$ cat config.mk
export PLATFORM = sky130hd
export DESIGN_NAME = control_sequencer
export DESIGN_NICKNAME = d
export VERILOG_FILES = /design/src/rtl/cpu_pkg.sv /design/src/rtl/microcode_decode.sv /design/src/rtl/control_sequencer.sv
export SDC_FILE = /design/constraint.sdc
export NUM_CORES = 1
export LEC_CHECK = 0
export CAP_MARGIN = 10
export CORE_MARGIN = 3
export CORE_UTILIZATION = 42
export DETAILED_ROUTE_END_ITERATION = 10
export PLACE_DENSITY = 0.78
export SKIP_CTS_REPAIR_TIMING = 1
export SLEW_MARGIN = 10
export SYNTH_ARGS = -nofsm -noshare
export SYNTH_HDL_FRONTEND = slang
export SYNTH_HIERARCHICAL = 1
export SYNTH_SLANG_ARGS = --single-unit
$ cat constraint.sdc
create_clock -name clk -period 2.2 [get_ports clk]
set_input_delay 0.33 -clock clk [delete_from_list [all_inputs] [get_ports clk]]
set_output_delay 0.33 -clock clk [all_outputs]
set_load 0.02 [all_outputs]
$ cat src/rtl/cpu_pkg.sv
// Shared constants for the 8-bit bus CPU control path: opcodes, control-word
// bit positions and the sequencer state encoding.
package cpu_pkg;

  localparam int CTRL_W = 15;

  localparam logic [3:0] OP_NOP = 4'h0;
  localparam logic [3:0] OP_LDA = 4'h1;
  localparam logic [3:0] OP_ADD = 4'h2;
  localparam logic [3:0] OP_SUB = 4'h3;
  localparam logic [3:0] OP_STA = 4'h4;
  localparam logic [3:0] OP_LDI = 4'h5;
  localparam logic [3:0] OP_JMP = 4'h6;
  localparam logic [3:0] OP_JC  = 4'h7;
  localparam logic [3:0] OP_JZ  = 4'h8;
  localparam logic [3:0] OP_OUT = 4'hE;
  localparam logic [3:0] OP_HLT = 4'hF;

  localparam int CTRL_PC_INC     = 0;
  localparam int CTRL_PC_OUT     = 1;
  localparam int CTRL_JUMP       = 2;
  localparam int CTRL_MAR_LOAD   = 3;
  localparam int CTRL_RAM_IN     = 4;
  localparam int CTRL_RAM_OUT    = 5;
  localparam int CTRL_IR_LOAD    = 6;
  localparam int CTRL_IR_OUT     = 7;
  localparam int CTRL_A_LOAD     = 8;
  localparam int CTRL_A_OUT      = 9;
  localparam int CTRL_ALU_OUT    = 10;
  localparam int CTRL_ALU_SUB    = 11;
  localparam int CTRL_B_LOAD     = 12;
  localparam int CTRL_OUT_LOAD   = 13;
  localparam int CTRL_FLAGS_LOAD = 14;

  typedef enum logic [2:0] {
    ST_T0   = 3'd0,
    ST_T1   = 3'd1,
    ST_T2   = 3'd2,
    ST_T3   = 3'd3,
    ST_T4   = 3'd4,
    ST_HALT = 3'd5
  } state_t;

  function automatic logic [CTRL_W-1:0] cbit(input int idx);
    logic [CTRL_W-1:0] v;
    v = '0;
    v[idx] = 1'b1;
    return v;
  endfunction

endpackage

$ cat src/rtl/microcode_decode.sv
// Combinational microcode ROM: maps (step, opcode, latched flags) to the
// control word and marks the final micro-step of each instruction.
module microcode_decode
  import cpu_pkg::*;
(
  input  state_t            state,
  input  logic [3:0]        opcode,
  input  logic              c_flag,
  input  logic              z_flag,
  output logic [CTRL_W-1:0] ctrl,
  output logic              last_step
);

  always_comb begin
    ctrl      = '0;
    last_step = 1'b0;
    case (state)
      ST_T0: ctrl = cbit(CTRL_PC_OUT) | cbit(CTRL_MAR_LOAD);
      ST_T1: ctrl = cbit(CTRL_RAM_OUT) | cbit(CTRL_IR_LOAD) | cbit(CTRL_PC_INC);
      ST_T2: begin
        case (opcode)
          OP_LDA, OP_ADD, OP_SUB, OP_STA:
            ctrl = cbit(CTRL_IR_OUT) | cbit(CTRL_MAR_LOAD);
          OP_LDI: begin
            ctrl      = cbit(CTRL_IR_OUT) | cbit(CTRL_A_LOAD);
            last_step = 1'b1;
          end
          OP_JMP: begin
            ctrl      = cbit(CTRL_IR_OUT) | cbit(CTRL_JUMP);
            last_step = 1'b1;
          end
          OP_JC: begin
            if (c_flag) ctrl = cbit(CTRL_IR_OUT) | cbit(CTRL_JUMP);
            last_step = 1'b1;
          end
          OP_JZ: begin
            if (z_flag) ctrl = cbit(CTRL_IR_OUT) | cbit(CTRL_JUMP);
            last_step = 1'b1;
          end
          OP_OUT: begin
            ctrl      = cbit(CTRL_A_OUT) | cbit(CTRL_OUT_LOAD);
            last_step = 1'b1;
          end
          default: last_step = 1'b1;
        endcase
      end
      ST_T3: begin
        case (opcode)
          OP_LDA: begin
            ctrl      = cbit(CTRL_RAM_OUT) | cbit(CTRL_A_LOAD);
            last_step = 1'b1;
          end
          OP_ADD: ctrl = cbit(CTRL_RAM_OUT) | cbit(CTRL_B_LOAD);
          OP_SUB: ctrl = cbit(CTRL_RAM_OUT) | cbit(CTRL_B_LOAD) | cbit(CTRL_ALU_SUB);
          OP_STA: begin
            ctrl      = cbit(CTRL_A_OUT) | cbit(CTRL_RAM_IN);
            last_step = 1'b1;
          end
          default: last_step = 1'b1;
        endcase
      end
      ST_T4: begin
        last_step = 1'b1;
        if (opcode == OP_ADD || opcode == OP_SUB)
          ctrl = cbit(CTRL_ALU_OUT) | cbit(CTRL_A_LOAD) | cbit(CTRL_FLAGS_LOAD);
        if (opcode == OP_SUB)
          ctrl = ctrl | cbit(CTRL_ALU_SUB);
      end
      default: begin
        ctrl      = '0;
        last_step = 1'b0;
      end
    endcase
  end

endmodule

$ cat src/rtl/control_sequencer.sv
// Micro-step sequencer for the bus CPU: owns the step/HALT state and the
// latched ALU flags, and gates the decoded control word onto the bus.
module control_sequencer
  import cpu_pkg::*;
(
  input  logic              clk,
  input  logic              rst_n,
  input  logic              ena,
  input  logic [3:0]        opcode,
  input  logic              CF,
  input  logic              ZF,
  output logic [CTRL_W-1:0] ctrl,
  output logic              c_flag,
  output logic              z_flag,
  output logic [2:0]        t_state,
  output logic              halted
);

  state_t            state;
  state_t            state_next;
  logic [CTRL_W-1:0] dec_ctrl;
  logic              last_step;

  microcode_decode u_decode (
    .state     (state),
    .opcode    (opcode),
    .c_flag    (c_flag),
    .z_flag    (z_flag),
    .ctrl      (dec_ctrl),
    .last_step (last_step)
  );

  always_ff @(posedge clk or negedge rst_n) begin
    if (!rst_n) state <= ST_T0;
    else        state <= state_next;
  end

  always_comb begin
    state_next = state;
    if (ena && state != ST_HALT) begin
      if (last_step)
        state_next = (state == ST_T2 && opcode == OP_HLT) ? ST_HALT : ST_T0;
      else
        state_next = state_t'(state + 3'd1);
    end
  end

  // Flags only move on the ALU write-back step, so jumps see the last ADD/SUB result.
  always_ff @(posedge clk or negedge rst_n) begin
    if (!rst_n) begin
      c_flag <= 1'b0;
      z_flag <= 1'b0;
    end else if (ena && dec_ctrl[CTRL_FLAGS_LOAD]) begin
      c_flag <= CF;
      z_flag <= ZF;
    end
  end

  always_comb begin
    ctrl    = '0;
    halted  = (state == ST_HALT);
    t_state = halted ? 3'd0 : state;
    if (rst_n && ena) ctrl = dec_ctrl;
  end

endmodule

---- After elaboration in Yosys (flattened, before gate mapping) ----
Cells that the tools add are included.
word-level totals
  word-level logic and storage cells ...... 42
  bits in registers ....................... 5
  output and inout bits ................... 21
  input port bits ......................... 9
cells by class
  reductions and logical operators ........ 8
  $add $sub $neg .......................... 1
  mux-type cells .......................... 14
  equality and inequality tests ........... 16
operators by type and width
  cell                                                                    number
  15-bit one-hot mux with 6 select lines                                  1
  15-bit one-hot mux with 5 select lines                                  1
  13-bit one-hot mux with 4 select lines                                  1
  15-bit two-way mux                                                      2
  4-bit by 3-bit equality test with 1-bit output (second input constant)  4
  8-bit two-way mux                                                       2
  4-bit equality test (second input constant)                             3
  12-bit two-way mux                                                      1
  3-bit two-way mux                                                       3
  4-bit by 2-bit equality test with 1-bit output (second input constant)  2
  3-bit by 2-bit equality test with 1-bit output (second input constant)  2
  3-bit equality test (second input constant)                             2
  4-bit by 1-bit equality test with 1-bit output (second input constant)  1
  1-bit logical AND                                                       4
  4-bit OR reduction                                                      1
  3-bit by 1-bit adder with 3-bit output (second input constant)          1
  3-bit by 1-bit equality test with 1-bit output (second input constant)  1
  3-bit zero test                                                         1
  3-bit != test (second input constant)                                   1
  1-bit one-hot mux with 3 select lines                                   1
  1-bit two-way mux                                                       2
  2-bit OR reduction                                                      1
  1-bit logical OR                                                        1

---- Longest topological paths before layout ----
  depth after elaboration ................. 6
  gate-level depth with buffers ........... 7
  depth with buffers taken out ............ 6

---- By module ----
Netlist, hierarchy kept.
by module, submodules not included
  module             cells each  seq. area each (um2)  area an instance (um2)  instances
  control_sequencer  51          125.1                 421.7                   1
  microcode_decode   46          0.0                   315.3                   1

---- Least setup slack after synthesis ----
No wires, ideal clock.
  path type ............................... register -> output
  start ................................... reg state[0]
  end ..................................... out ctrl[8]
  path buffers ............................ 1
  data required time ...................... 1.870 ns
  stages on the path, launching flop included .. 6
  data arrival time ....................... 1.401 ns
  setup slack ............................. 0.469 ns
  path through ............................ dfrtp_1 > buf_6 > or3b_4 > nor2_4 > a41o_1 > and3_1
between the ends
  word-level cells in the longest chain between the ends .. 3
  elaborated cells on any way between the ends .. 7
  those cells by class .................... eq/ne (4); mux (2); reduce/logical (1)
ends and longest elaborated chain
  element                                            line                     text
  start: declaration                                 control_sequencer.sv:19  state_t state;
  start signal: assignment                           control_sequencer.sv:35  else state <= state_next;
  3-bit equality test, or another cell as far along  microcode_decode.sv:17   case (state)
  15-bit one-hot mux with 5 select lines (*)         microcode_decode.sv:17
  named net dec_ctrl[8]                              control_sequencer.sv:21  logic [CTRL_W-1:0] dec_ctrl;
  15-bit two-way mux (*)                             control_sequencer.sv:63  if (rst_n && ena) ctrl = dec_ctrl;
  end: declaration                                   control_sequencer.sv:12  output logic [CTRL_W-1:0] ctrl,
The timed path passes the listed nets; every way through them passes the cells marked *.

---- Final worst setup path ----
  start ................................... reg state[2]
  end ..................................... out ctrl[13]
Same word-level chain as after synthesis.

==> results_dict.tcl <==
set metrics [dict create \
    pwr-share-clk_pct 11.3 \
    detailed_place_hpwl_mm 1.57 \
    drive_above_1_share_pct 26.6 \
    ys_types 41 \
    overflow 0 \
    drtAntennaViolNets 0 \
    drv_slew 0 \
    antenna_cells 0 \
    post-route-drc-count 0 \
    fin_nets 152 \
    crit_required_ns 1.87 \
    gp_congestion 0.890 \
    intPower_mw 0.533 \
    cts_sinks 5 \
    tightest_slew_ns 0.468 \
    path_class "flip-flop to output port" \
    netlist_area_um2 737 \
    hold_viol_final 0 \
    ys_warn_count 6 \
    syn_nets 109 \
    rsz0062_at_grt "no" \
    power_frac_comb_pct 71.1 \
    setup_slack_ns 0.0933 \
    power.leakage_nw 0.878 \
    grt_pass1_vias 754 \
    root_buffer "clkbuf_4" \
    fin_skew_ns 0.00554 \
    async_flop_share_pct 100 \
    cts_max_level 1 \
    dieArea_um2 2290 \
    cts_tree "done" \
    antenna_found_initial 0 \
    synth_edf_count 0 \
    num_rows 14 \
    clk_pin_slew_ns 0.05 \
    final_cell_mix "22 x dlymetal6s2s_1, 18 x buf_4, 10 x and3_1, 9 x nor2_1, 7 x nand2_1" \
    status "completed" \
    p_sw_share_pct 45.6 \
    grt_start_max_net_pins 18 \
    post-route-period-util_pct 95.8 \
    whs_ns 0.294 \
    io_pins 30 \
    ys_ff_latch 5 \
    core-area_um2 1580 \
    postPlaceCellArea_um2 1110 \
    fin_area_um2 1190 \
    p_sw_mw 0.448 \
    max_freq_mhz 475 \
    reg2reg_slack_ns 0.33 \
    cts_buffer_depth 2 \
    slew_headroom_pct 68.7 \
    cp-start-kind "flip-flop" \
    syn_avg_cell_area_um2 7.60 \
    grt_first_pass_wirelength_mm 3.09 \
    synth-main-ff-cell "dfrtp_1" \
    synth_seq_area_share_pct 17.0 \
    portBuffers 29 \
    seqPwrFrac_pct 17.5 \
    fp.dieW_um 47.9 \
    fillCellCount 131 \
    yosysTopAreaCell "dfrtp_1" \
    drt_pass1_iterations 4 \
    cts-buffers-inserted 3 \
    num_vias 817 \
    grtUsageTotal_pct 19.2 \
    timing.critical_path.arrival_ns 1.78 \
    synth_top_area_share_pct 17.0 \
    endpoint_kind "output port" \
    p_per_area_nw_per_um2 821 \
    die_y_um 47.9 \
    final-setup-viol-count 0 \
    final_common_cell "dlymetal6s2s_1" \
    wl_per_cell_um 13.0 \
    cap_violations 0 \
    worstSkewPairLatency_ns 0.25 \
    viasPerCell 5.27 \
    start_util_pct 46.7 \
    synth_area_leaders "dfrtp_1 17%, and3_1 8.5%, and3_2 5.1%" \
    ir_drop_mv 0.675 \
    area_delta_synth_final_pct 62.1 \
    dp_slack_ns -0.471 \
    drt-total-wl_mm 2.02 \
    synthCells 97 \
    hold_class "input port to asynchronous set/reset pin" \
    drt_iter0_drc 11 \
    fin_crit_ns 2.11 \
    cp_max_fo 6 \
]
[stage by stage]
| stage | total power, mW | util [%] | cells | TNS (ns) |
|---|---|---|---|---|
| after floorplan | 0.605 | - | 97 | 0 |
| final | 0.981 | 75.8 | 155 | 0 |
| after detailed placement | 0.872 | 70.6 | 151 | -4.46 |
| after CTS | 0.992 | 72.2 | 155 | -4.56 |
| after global routing | 1.07 | 75.8 | 155 | 0 |
| after global placement | 0.853 | 70.6 | 151 | -4.14 |
[path summary, 6_finish.rpt]
path                           from  depth (start not counted)  endpoint
min                           rst_n                          2  state[1]
max in group asynchronous     rst_n                          2  state[2]
max reg2reg                state[2]                          7  state[2]
min reg2reg                  c_flag                          1    c_flag
min in group clk             c_flag                          1    c_flag
max                        state[2]                          5  ctrl[13]
[state kept, by name, indices dropped and copies added, names as in the netlist]
register,cells
c_flag,1
z_flag,1
state,3
[layer usage]
| layer | vias to the layer above | part of all wire [%] | wire length, um | GRT usage [%] |
|---|---|---|---|---|
| met1 | 365 | 42 | 852 | 21.9 |
| li1 | 426 | - | - | - |
| met4 | 0 | 1.7 | 34 | 8.60 |
| met3 | 3 | 4.1 | 83 | 1.50 |
| met2 | 23 | 52 | 1050 | 35.6 |
| met5 | - | 0 | 0 | 0 |
[power groups by stage]
stage	Clock (mW)	Sequential [mW]	Combinational, mW
final	0.111	0.172	0.698
after global routing	0.123	0.176	0.766
after CTS	0.117	0.170	0.705
after detailed placement	0	0.171	0.701
after global placement	0	0.169	0.684
after floorplan	0	0.201	0.404
[cell type report]
class                      count  area [um2]  area share, %
clock buffer                   4        26.3           2.20
inverter                       6        22.5           1.88
multi-input combinational     77         531           44.4
sequential                     5         125           10.5
tap                           16        20.0           1.68
timing repair buffer          47         470           39.4
[critical path, cell delays in order (launching register included)]
cell            delay [ns]
dfrtp_1               0.42
and2b_2               0.30
nand2_2               0.07
nor4b_1               0.33
and3_1                0.19
dlymetal6s2s_1        0.22
[cell usage after synthesis (3+ instances only)]
library cell,instances
a21oi_1,4
and3_1,10
and3_2,5
buf_4,3
buf_6,3
dfrtp_1,5
ha_1,3
inv_1,6
nand2_1,7
nor2_1,9
nor3_1,3
[cell families after synthesis]
group	synth area share (%)
buffers and inverters	12.6
multiplexers	3.06
XOR/XNOR	1.19
AO/OA/AOI/OAI	15.8
AND/OR/NAND/NOR	45.3
adder cells (fa/ha/maj)	5.09
flip-flops	17.0
Note: power is estimated with default switching activity, not from simulation.
